File: config.mk
export PLATFORM = sky130hd
export DESIGN_NAME = arf074b064e1r1w0cbbehsaa4acw_bist_addr_seq_flat
export DESIGN_NICKNAME = d
export VERILOG_FILES = /design/src/rtl/arf074b064e1r1w0cbbehsaa4acw_bist_addr_seq_if.sv /design/src/rtl/arf074b064e1r1w0cbbehsaa4acw_bist_addr_seq.sv /design/src/flat_wrapper.sv
export SDC_FILE = /design/constraint.sdc
export NUM_CORES = 1
export LEC_CHECK = 0
export CORE_MARGIN = 1.5
export CORE_UTILIZATION = 46
export CTS_CLUSTER_SIZE = 14
export DETAILED_ROUTE_END_ITERATION = 10
export PLACE_DENSITY = 0.78
export SKIP_CTS_REPAIR_TIMING = 1
export SLEW_MARGIN = 30
export SYNTH_ARGS = -nofsm -noshare
export SYNTH_HDL_FRONTEND = slang
export SYNTH_SLANG_ARGS = --single-unit
export TNS_END_PERCENT = 100
File: constraint.sdc
create_clock -name clk -period 2.42 [get_ports clk]
set_input_delay 0.363 -clock clk [delete_from_list [all_inputs] [get_ports clk]]
set_output_delay 0.363 -clock clk [all_outputs]
set_load 0.1 [all_outputs]
File: src/rtl/arf074b064e1r1w0cbbehsaa4acw_bist_addr_seq_if.sv
// Bus between the BIST controller and the address sequencer.
// Optional abort input exists only when
// ARF074B064E1R1W0CBBEHSAA4ACW_BIST_ADDR_SEQ_ABORT_EN is defined.
interface arf074b064e1r1w0cbbehsaa4acw_bist_addr_seq_if #(
  parameter int ADDR_WIDTH = 6,
  parameter int DEPTH      = 64
);
  // Controller -> sequencer
  logic                  start;
  logic                  dir;
  logic                  step_en;
`ifdef ARF074B064E1R1W0CBBEHSAA4ACW_BIST_ADDR_SEQ_ABORT_EN
  logic                  abort;
`endif

  // Sequencer -> controller / wordline mux
  logic [ADDR_WIDTH-1:0] addr;
  logic [DEPTH-1:0]      wl_sel;
  logic                  addr_vld;
  logic                  last;
  logic                  busy;
  logic                  done;

`ifdef ARF074B064E1R1W0CBBEHSAA4ACW_BIST_ADDR_SEQ_ABORT_EN
  modport master (
    output start, dir, step_en, abort,
    input  addr, wl_sel, addr_vld, last, busy, done
  );

  modport slave (
    input  start, dir, step_en, abort,
    output addr, wl_sel, addr_vld, last, busy, done
  );
`else
  modport master (
    output start, dir, step_en,
    input  addr, wl_sel, addr_vld, last, busy, done
  );

  modport slave (
    input  start, dir, step_en,
    output addr, wl_sel, addr_vld, last, busy, done
  );
`endif
endinterface

File: src/rtl/arf074b064e1r1w0cbbehsaa4acw_bist_addr_seq.sv
// March-style BIST address sequencer with registered one-hot wordline decode.
// One pass walks DEPTH rows ascending or descending, one row per step_en,
// then pulses done for a single cycle. Every output comes from a flop.
// Optional feature macro: ARF074B064E1R1W0CBBEHSAA4ACW_BIST_ADDR_SEQ_ABORT_EN
// (adds an abort input that cancels a running pass without a done pulse).
module arf074b064e1r1w0cbbehsaa4acw_bist_addr_seq #(
  parameter int ADDR_WIDTH = 6,
  parameter int DEPTH      = 64
) (
  input logic clk,
  input logic rst,
  arf074b064e1r1w0cbbehsaa4acw_bist_addr_seq_if.slave bus
);

  typedef enum logic [1:0] {
    ST_IDLE = 2'd0,
    ST_RUN  = 2'd1,
    ST_DONE = 2'd2
  } state_t;

  // Highest legal row; also the terminal row of an ascending pass.
  localparam logic [ADDR_WIDTH-1:0] LP_TOP = ADDR_WIDTH'(DEPTH - 1);

  state_t                r_state;
  state_t                w_state_next;

  logic [ADDR_WIDTH-1:0] r_addr;
  logic [ADDR_WIDTH-1:0] w_addr_next;
  logic [DEPTH-1:0]      r_wl_sel;
  logic [DEPTH-1:0]      w_wl_sel_next;
  logic [DEPTH-1:0]      w_dec;
  logic                  r_dir;
  logic                  w_dir_next;
  logic                  r_vld;
  logic                  w_vld_next;
  logic                  r_last;
  logic                  w_last_next;
  logic                  r_busy;
  logic                  w_busy_next;
  logic                  r_done;
  logic                  w_done_next;
  logic [ADDR_WIDTH-1:0] w_term_next;
  logic                  w_abort;

`ifdef ARF074B064E1R1W0CBBEHSAA4ACW_BIST_ADDR_SEQ_ABORT_EN
  assign w_abort = bus.abort;
`else
  // Without the abort feature a pass can only end through DONE or rst.
  assign w_abort = 1'b0;
`endif

  // State register.
  always_ff @(posedge clk) begin
    if (rst) begin
      r_state <= ST_IDLE;
    end else begin
      r_state <= w_state_next;
    end
  end

  // Next state plus next values of every registered output.
  always_comb begin
    w_state_next = r_state;
    w_dir_next   = r_dir;
    w_addr_next  = r_addr;
    w_vld_next   = r_vld;
    w_busy_next  = r_busy;
    w_done_next  = 1'b0;

    case (r_state)
      ST_IDLE: begin
        w_addr_next = '0;
        w_vld_next  = 1'b0;
        w_busy_next = 1'b0;
        if (bus.start) begin
          // Direction is captured once here and held for the whole pass.
          w_dir_next   = bus.dir;
          w_addr_next  = bus.dir ? LP_TOP : '0;
          w_vld_next   = 1'b1;
          w_busy_next  = 1'b1;
          w_state_next = ST_RUN;
        end
      end

      ST_RUN: begin
        if (w_abort) begin
          w_addr_next  = '0;
          w_vld_next   = 1'b0;
          w_busy_next  = 1'b0;
          w_state_next = ST_IDLE;
        end else if (bus.step_en) begin
          if (r_last) begin
            // Stepping off the terminal row ends the pass; no wrap.
            w_addr_next  = '0;
            w_vld_next   = 1'b0;
            w_busy_next  = 1'b1;
            w_done_next  = 1'b1;
            w_state_next = ST_DONE;
          end else if (r_dir) begin
            w_addr_next = r_addr - ADDR_WIDTH'(1);
          end else begin
            w_addr_next = r_addr + ADDR_WIDTH'(1);
          end
        end
        // step_en low: everything holds (stall).
      end

      ST_DONE: begin
        w_addr_next  = '0;
        w_vld_next   = 1'b0;
        w_busy_next  = 1'b0;
        w_state_next = ST_IDLE;
      end

      default: begin
        w_addr_next  = '0;
        w_vld_next   = 1'b0;
        w_busy_next  = 1'b0;
        w_state_next = ST_IDLE;
      end
    endcase

    // Terminal row follows the direction that will be in force next cycle,
    // so last is valid on the very first row of a pass as well.
    w_term_next   = w_dir_next ? '0 : LP_TOP;
    w_last_next   = w_vld_next && (w_addr_next == w_term_next);
    w_wl_sel_next = w_vld_next ? w_dec : '0;
  end

  // One comparator per physical row; rows >= DEPTH simply have no bit,
  // so out-of-range addresses can never light a wordline.
  generate
    for (genvar gi = 0; gi < DEPTH; gi++) begin : g_dec
      assign w_dec[gi] = (w_addr_next == ADDR_WIDTH'(gi));
    end
  endgenerate

  // Output registers; addr and wl_sel update on the same edge.
  always_ff @(posedge clk) begin
    if (rst) begin
      r_addr   <= '0;
      r_wl_sel <= '0;
      r_dir    <= 1'b0;
      r_vld    <= 1'b0;
      r_last   <= 1'b0;
      r_busy   <= 1'b0;
      r_done   <= 1'b0;
    end else begin
      r_addr   <= w_addr_next;
      r_wl_sel <= w_wl_sel_next;
      r_dir    <= w_dir_next;
      r_vld    <= w_vld_next;
      r_last   <= w_last_next;
      r_busy   <= w_busy_next;
      r_done   <= w_done_next;
    end
  end

  assign bus.addr     = r_addr;
  assign bus.wl_sel   = r_wl_sel;
  assign bus.addr_vld = r_vld;
  assign bus.last     = r_last;
  assign bus.busy     = r_busy;
  assign bus.done     = r_done;

endmodule

File: src/flat_wrapper.sv
// flat-port wrapper written by rule: the top's interface ports become plain ports
module arf074b064e1r1w0cbbehsaa4acw_bist_addr_seq_flat 
#(
  parameter int ADDR_WIDTH = 6,
  parameter int DEPTH      = 64
)
  (clk, rst, bus_start, bus_dir, bus_step_en, bus_addr, bus_wl_sel, bus_addr_vld, bus_last, bus_busy, bus_done);
  arf074b064e1r1w0cbbehsaa4acw_bist_addr_seq_if #(.ADDR_WIDTH(ADDR_WIDTH), .DEPTH(DEPTH)) bus_i ();
  input logic clk;
  input logic rst;
  input wire logic [$bits(bus_i.start)-1:0] bus_start;
  input wire logic [$bits(bus_i.dir)-1:0] bus_dir;
  input wire logic [$bits(bus_i.step_en)-1:0] bus_step_en;
  output wire logic [$bits(bus_i.addr)-1:0] bus_addr;
  output wire logic [$bits(bus_i.wl_sel)-1:0] bus_wl_sel;
  output wire logic [$bits(bus_i.addr_vld)-1:0] bus_addr_vld;
  output wire logic [$bits(bus_i.last)-1:0] bus_last;
  output wire logic [$bits(bus_i.busy)-1:0] bus_busy;
  output wire logic [$bits(bus_i.done)-1:0] bus_done;
  assign bus_i.start = bus_start;
  assign bus_i.dir = bus_dir;
  assign bus_i.step_en = bus_step_en;
  assign bus_addr = bus_i.addr;
  assign bus_wl_sel = bus_i.wl_sel;
  assign bus_addr_vld = bus_i.addr_vld;
  assign bus_last = bus_i.last;
  assign bus_busy = bus_i.busy;
  assign bus_done = bus_i.done;
  arf074b064e1r1w0cbbehsaa4acw_bist_addr_seq #(.ADDR_WIDTH(ADDR_WIDTH), .DEPTH(DEPTH)) u_core (.clk(clk), .rst(rst), .bus(bus_i));
endmodule
; ---- After elaboration in Yosys (flattened, before gate mapping)
; Index checks and enable logic that the tools add are counted.
[totals]
register_bits = 77
inputBits = 5
[op_classes]
add_sub_neg = 2
n_eq_ne = 68
n_mux = 21
bitwise = 3
reduce_logical = 7
[ops]
columns = cell, count
row1 = $eq 6x6->1 const B, 32
row2 = $eq 6x5->1 const B, 16
row3 = $eq 6x4->1 const B, 8
row4 = $mux 6, 6
row5 = $eq 6x3->1 const B, 4
row6 = $eq 6x2->1 const B, 2
row7 = $pmux 6 s2, 1
row8 = $mux 1, 8
row9 = $add 6x1->6 const B, 1
row10 = $eq 6x1->1 const B, 1
row11 = $eq 6x6->1, 1
row12 = $logic_not 6->1, 1
row13 = $mux 2, 3
row14 = $sub 6x1->6 const B, 1
row15 = $ne 2x2->1 const B, 2
row16 = $pmux 1 s2, 2
row17 = $pmux 2 s2, 1
row18 = $not 1->1, 3
row19 = $reduce_and 3->1, 1
row20 = $reduce_or 3->1, 1
row21 = $eq 2x1->1 const B, 1
row22 = $logic_not 2->1, 1
row23 = $ne 2x1->1 const B, 1
row24 = $reduce_and 2->1, 1
row25 = other kinds (2), 2

; ---- Longest topological paths before layout
[logic_depth]
word_depth = 7
mapped_depth = 10

; ---- Worst setup path after synthesis
; Ideal clock, no wire load.
[synth_path]
path_type = flip-flop to flip-flop
start = reg u_core.r_addr[0] (netlist: u_core.bus.addr[0])
end = reg u_core.r_wl_sel[13] (netlist: u_core.bus.wl_sel[13])
setup_ns = 0.065
t_arrival_ns = 2.684
path_slack_ns = -0.329
stages_incl_launch_ff = 8
path_buffers = 0
period_less_slack_ns = 2.749
cell_sequence = dfxtp_1 > fa_1 > and3b_1 > o21ai_1 > nand2_1 > nor4_2 > nand2_1 > nor2_1
[synth_via]
elab_chain_cells = 6
word_cells_on_any_way = 7
[synth_rtl]
columns = item, line
row1 = start: declaration, arf074b064e1r1w0cbbehsaa4acw_bist_addr_seq.sv:27  ; logic [ADDR_WIDTH-1:0] r_addr;
row2 = start signal: assignment, arf074b064e1r1w0cbbehsaa4acw_bist_addr_seq.sv:149  ; r_addr <= w_addr_next;
row3 = $add 6x1->6 or $sub 6x1->6 (tied branches), "arf074b064e1r1w0cbbehsaa4acw_bist_addr_seq.sv:102, arf074b064e1r1w0cbbehsaa4acw_bist_addr_seq.sv:100"
row4 = $mux 6, arf074b064e1r1w0cbbehsaa4acw_bist_addr_seq.sv:99  ; end else if (r_dir) begin
row5 = $mux 6, arf074b064e1r1w0cbbehsaa4acw_bist_addr_seq.sv:92  ; if (r_last) begin
row6 = $mux 6 *, arf074b064e1r1w0cbbehsaa4acw_bist_addr_seq.sv:91  ; end else if (bus.step_en) begin
row7 = $pmux 6 s2 *, arf074b064e1r1w0cbbehsaa4acw_bist_addr_seq.sv:70  ; case (r_state)
row8 = $eq 6x4->1 *, arf074b064e1r1w0cbbehsaa4acw_bist_addr_seq.sv:134  ; assign w_dec[gi] = (w_addr_next == ADDR_WIDTH'(gi));
row9 = end signal: assignment, arf074b064e1r1w0cbbehsaa4acw_bist_addr_seq.sv:150  ; r_wl_sel <= w_wl_sel_next;
row10 = end: declaration, arf074b064e1r1w0cbbehsaa4acw_bist_addr_seq.sv:29  ; logic [DEPTH-1:0] r_wl_sel;
; Mark *: on every way between the ends. The rest lies on a longest branch, timed or not.
; A chain may end at the register's enable or synchronous reset.

; ---- Worst setup path after layout
[layout_path]
start = reg u_core.r_dir
end = reg u_core.r_wl_sel[53] (netlist: u_core.bus.wl_sel[53])
[layout_via]
elab_chain_cells = 5
[layout_rtl]
columns = item, line
row1 = start: declaration, arf074b064e1r1w0cbbehsaa4acw_bist_addr_seq.sv:32  ; logic r_dir;
row2 = start signal: assignment, arf074b064e1r1w0cbbehsaa4acw_bist_addr_seq.sv:151  ; r_dir <= w_dir_next;
row3 = $mux 6, arf074b064e1r1w0cbbehsaa4acw_bist_addr_seq.sv:99
row4 = $mux 6, arf074b064e1r1w0cbbehsaa4acw_bist_addr_seq.sv:92
row5 = $mux 6, arf074b064e1r1w0cbbehsaa4acw_bist_addr_seq.sv:91
row6 = $pmux 6 s2, arf074b064e1r1w0cbbehsaa4acw_bist_addr_seq.sv:70
row7 = $eq 6x6->1, arf074b064e1r1w0cbbehsaa4acw_bist_addr_seq.sv:134
; No other way between the ends.

==> results.cfg <==
[floorplanning]
die_w_um = 79.0
core_sq_um = 5540
dieArea_sq_um = 6250
num_rows = 27
start_util_pct = 48.0
die_height_um = 79.0
ios = 79

[route]
drtIter0Drc = 80
routedWlPerCell_um = 14.2
dr_total_vias = 2118
drc_errors = 0
routed_wl_um = 6190
ant_nets = 0
drt-vias-per-instance = 4.86
first_pass_iters = 4

[timing]
fin_crit_ns = 2.23
post-route-period-util_pct = 92.0
hold_violations = 0
relSlewSlack_pct = 65.4
setup_ws_ns = 0.193
finalSetupTns_ns = 0
worst_clock_skew_ns = 0.00757
tightestPinTransition_ns = 0.520
finalMaxSlewViolations = 0
hold-worst-slack_ns = 0.581
setup_violations = 0
rsz0062_at_grt = no
max_freq_ghz = 0.449

[grt]
grt_pass1_wl_um = 9760
grt_overflow_total = 0
grt_pass1_vias = 1973
track_usage_pct = 20.8
grt_max_degree = 17
antenna_found_initial = 0

[pwr]
peakVddDrop_mv = 0.520
total_leakage_power_nw = 1.63
power.density_nw_per_um2 = 707

[worst_setup_path]
slowest_stage = fa_1
crit_arrival_ns = 2.49
rrSetupSlack_ns = 0.19
crit_required_ns = 2.69
start_kind = flip-flop
max_stage_delay_ns = 0.47
critPathMaxFanout = 5
crit_chain = fa_1 > and3b_1 > o21ai_1 > nand2_1 > nor4_4 > buf_4 > nand2_1 > nor2_1
worstSetupEndpointType = flip-flop
worst-path-buf-inv = 1
crit_top_cell = nand2_1
crit_family = simple AND/OR/NAND/NOR gates
worstSetupPathType = reg2reg

[cells_and_area]
drive_gt1_share_pct = 35.2
diodes = 0
fin_area_sq_um = 3670
syn_to_final_growth_pct = 37.9
nNetsFinal = 370

[logic_synthesis]
async_flop_share_pct = 0
synth_seq_cells = 77
ys_types = 46
ys_warn_count = 0
netlist_area_sq_um = 2660
syn_avg_cell_area_sq_um = 10.0
synth_cells = 265
ys_seq_area_share_pct = 57.9
synth_edf_count = 0
synthFlopType = dfxtp_1
syn_nets = 275

[place]
place_area_sq_um = 3460
place_congestion = 0.887
dpl.hpwl_um = 4730
io_buffers = 78
pre_cts_ws_ns = 0.0844

[status]
status = finished, final reports clean

[clock_tree]
root_buffer = clkbuf_8
tritoncts = done
clkTransAtPathRegs_ns = 0.07
clk_latency_ns = 0.34
cts_num_sinks = 77
htreeDepth = 3
cts_inserted_buffers = 9
cts_buffer_depth = 2

[run]
cap_violations = 0

[min_path]
hold_path_class = reg2reg
-- power breakdown --
| group | leakage (nW) | switching [mW] | internal [mW] |
|---|---|---|---|
| registers | 0.624 | 0.0194 | 1.28 |
| logic | 0.912 | 0.236 | 0.116 |
| clock network | 0.0948 | 0.439 | 0.500 |
| total | 1.63 | 0.695 | 1.90 |
-- sequential cells by signal (all words and copies together) (netlist names) --
register	cells
u_core.bus.addr	6
u_core.r_state	2
u_core.bus.done	1
u_core.r_dir	1
u_core.bus.busy	1
u_core.bus.last	1
u_core.bus.wl_sel	64
u_core.bus.addr_vld	1
-- cells in the final DEF, fill, tap and decap left out, types with 5 or more instances in the layout --
cell type	count
a21o_1	7
nand2_1	19
dfxtp_2	5
dfxtp_1	72
a21oi_1	6
nor2_1	77
nor2b_1	5
buf_4	87
clkbuf_8	10
-- final timing paths --
path | start | endpoint | cells after the start
min reg2reg | u_core.bus.busy | u_core.bus.busy | 2
max | u_core.r_dir | u_core.bus.wl_sel[53] | 8
min | u_core.bus.busy | u_core.bus.busy | 2
max reg2reg | u_core.r_dir | u_core.bus.wl_sel[53] | 8
-- logic make-up after synthesis --
group	count (synthesis)	share of synthesized area, %
XOR/XNOR	3	0.988
AO/OA/AOI/OAI	34	10.4
multiplexers	2	0.753
AND/OR/NAND/NOR	129	24.2
buffers and inverters	15	3.10
flip-flops	77	57.9
adder cells (fa/ha/maj)	5	2.63
-- synth_stat cells (4+ instances only) --
cell type / number / area, sq um
dfxtp_1: 77 / 1540
nor2_1: 77 / 289
nand2_1: 19 / 71.3
a21o_1: 7 / 52.6
a21oi_1: 6 / 30.0
buf_2: 6 / 30.0
nor2b_1: 5 / 31.3
ha_1: 4 / 50.1
inv_1: 4 / 15.0
o21a_1: 4 / 30.0
-- final cells by class --
cell class                 instances  area, sq um
fill                             473         1870
sequential                        77         1550
multi-input combinational        173         1040
timing repair buffer              95          773
clock buffer                      10          138
tap                               72         90.1
clock inverter                     5         58.8
inverter                           4         15.0
-- tightest hold or removal path, delay by kind of cell (launching register included) --
family         cells  cell delay, ns
flip-flops         1            0.34
AO/OA/AOI/OAI      2            0.21
-- layer usage --
metal	wire length (um)	up-vias	track usage, %
met2	3080	70	34.8
met3	397	4	5.17
met5	0	-	0
li1	-	1069	-
met1	2670	975	26.3
met4	43	0	6.32
-- through the flow --
stage / utilization (%) / power (mW) / std cells
3_3_place_gp: 62.5 / 1.68 / 421
2_1_floorplan: - / 1.58 / 265
4_1_cts: 66.0 / 2.61 / 436
6_report: 66.2 / 2.59 / 436
3_5_place_dp: 62.5 / 1.68 / 421
5_1_grt: 66.2 / 2.69 / 436
(Power assumes the default switching activity.)
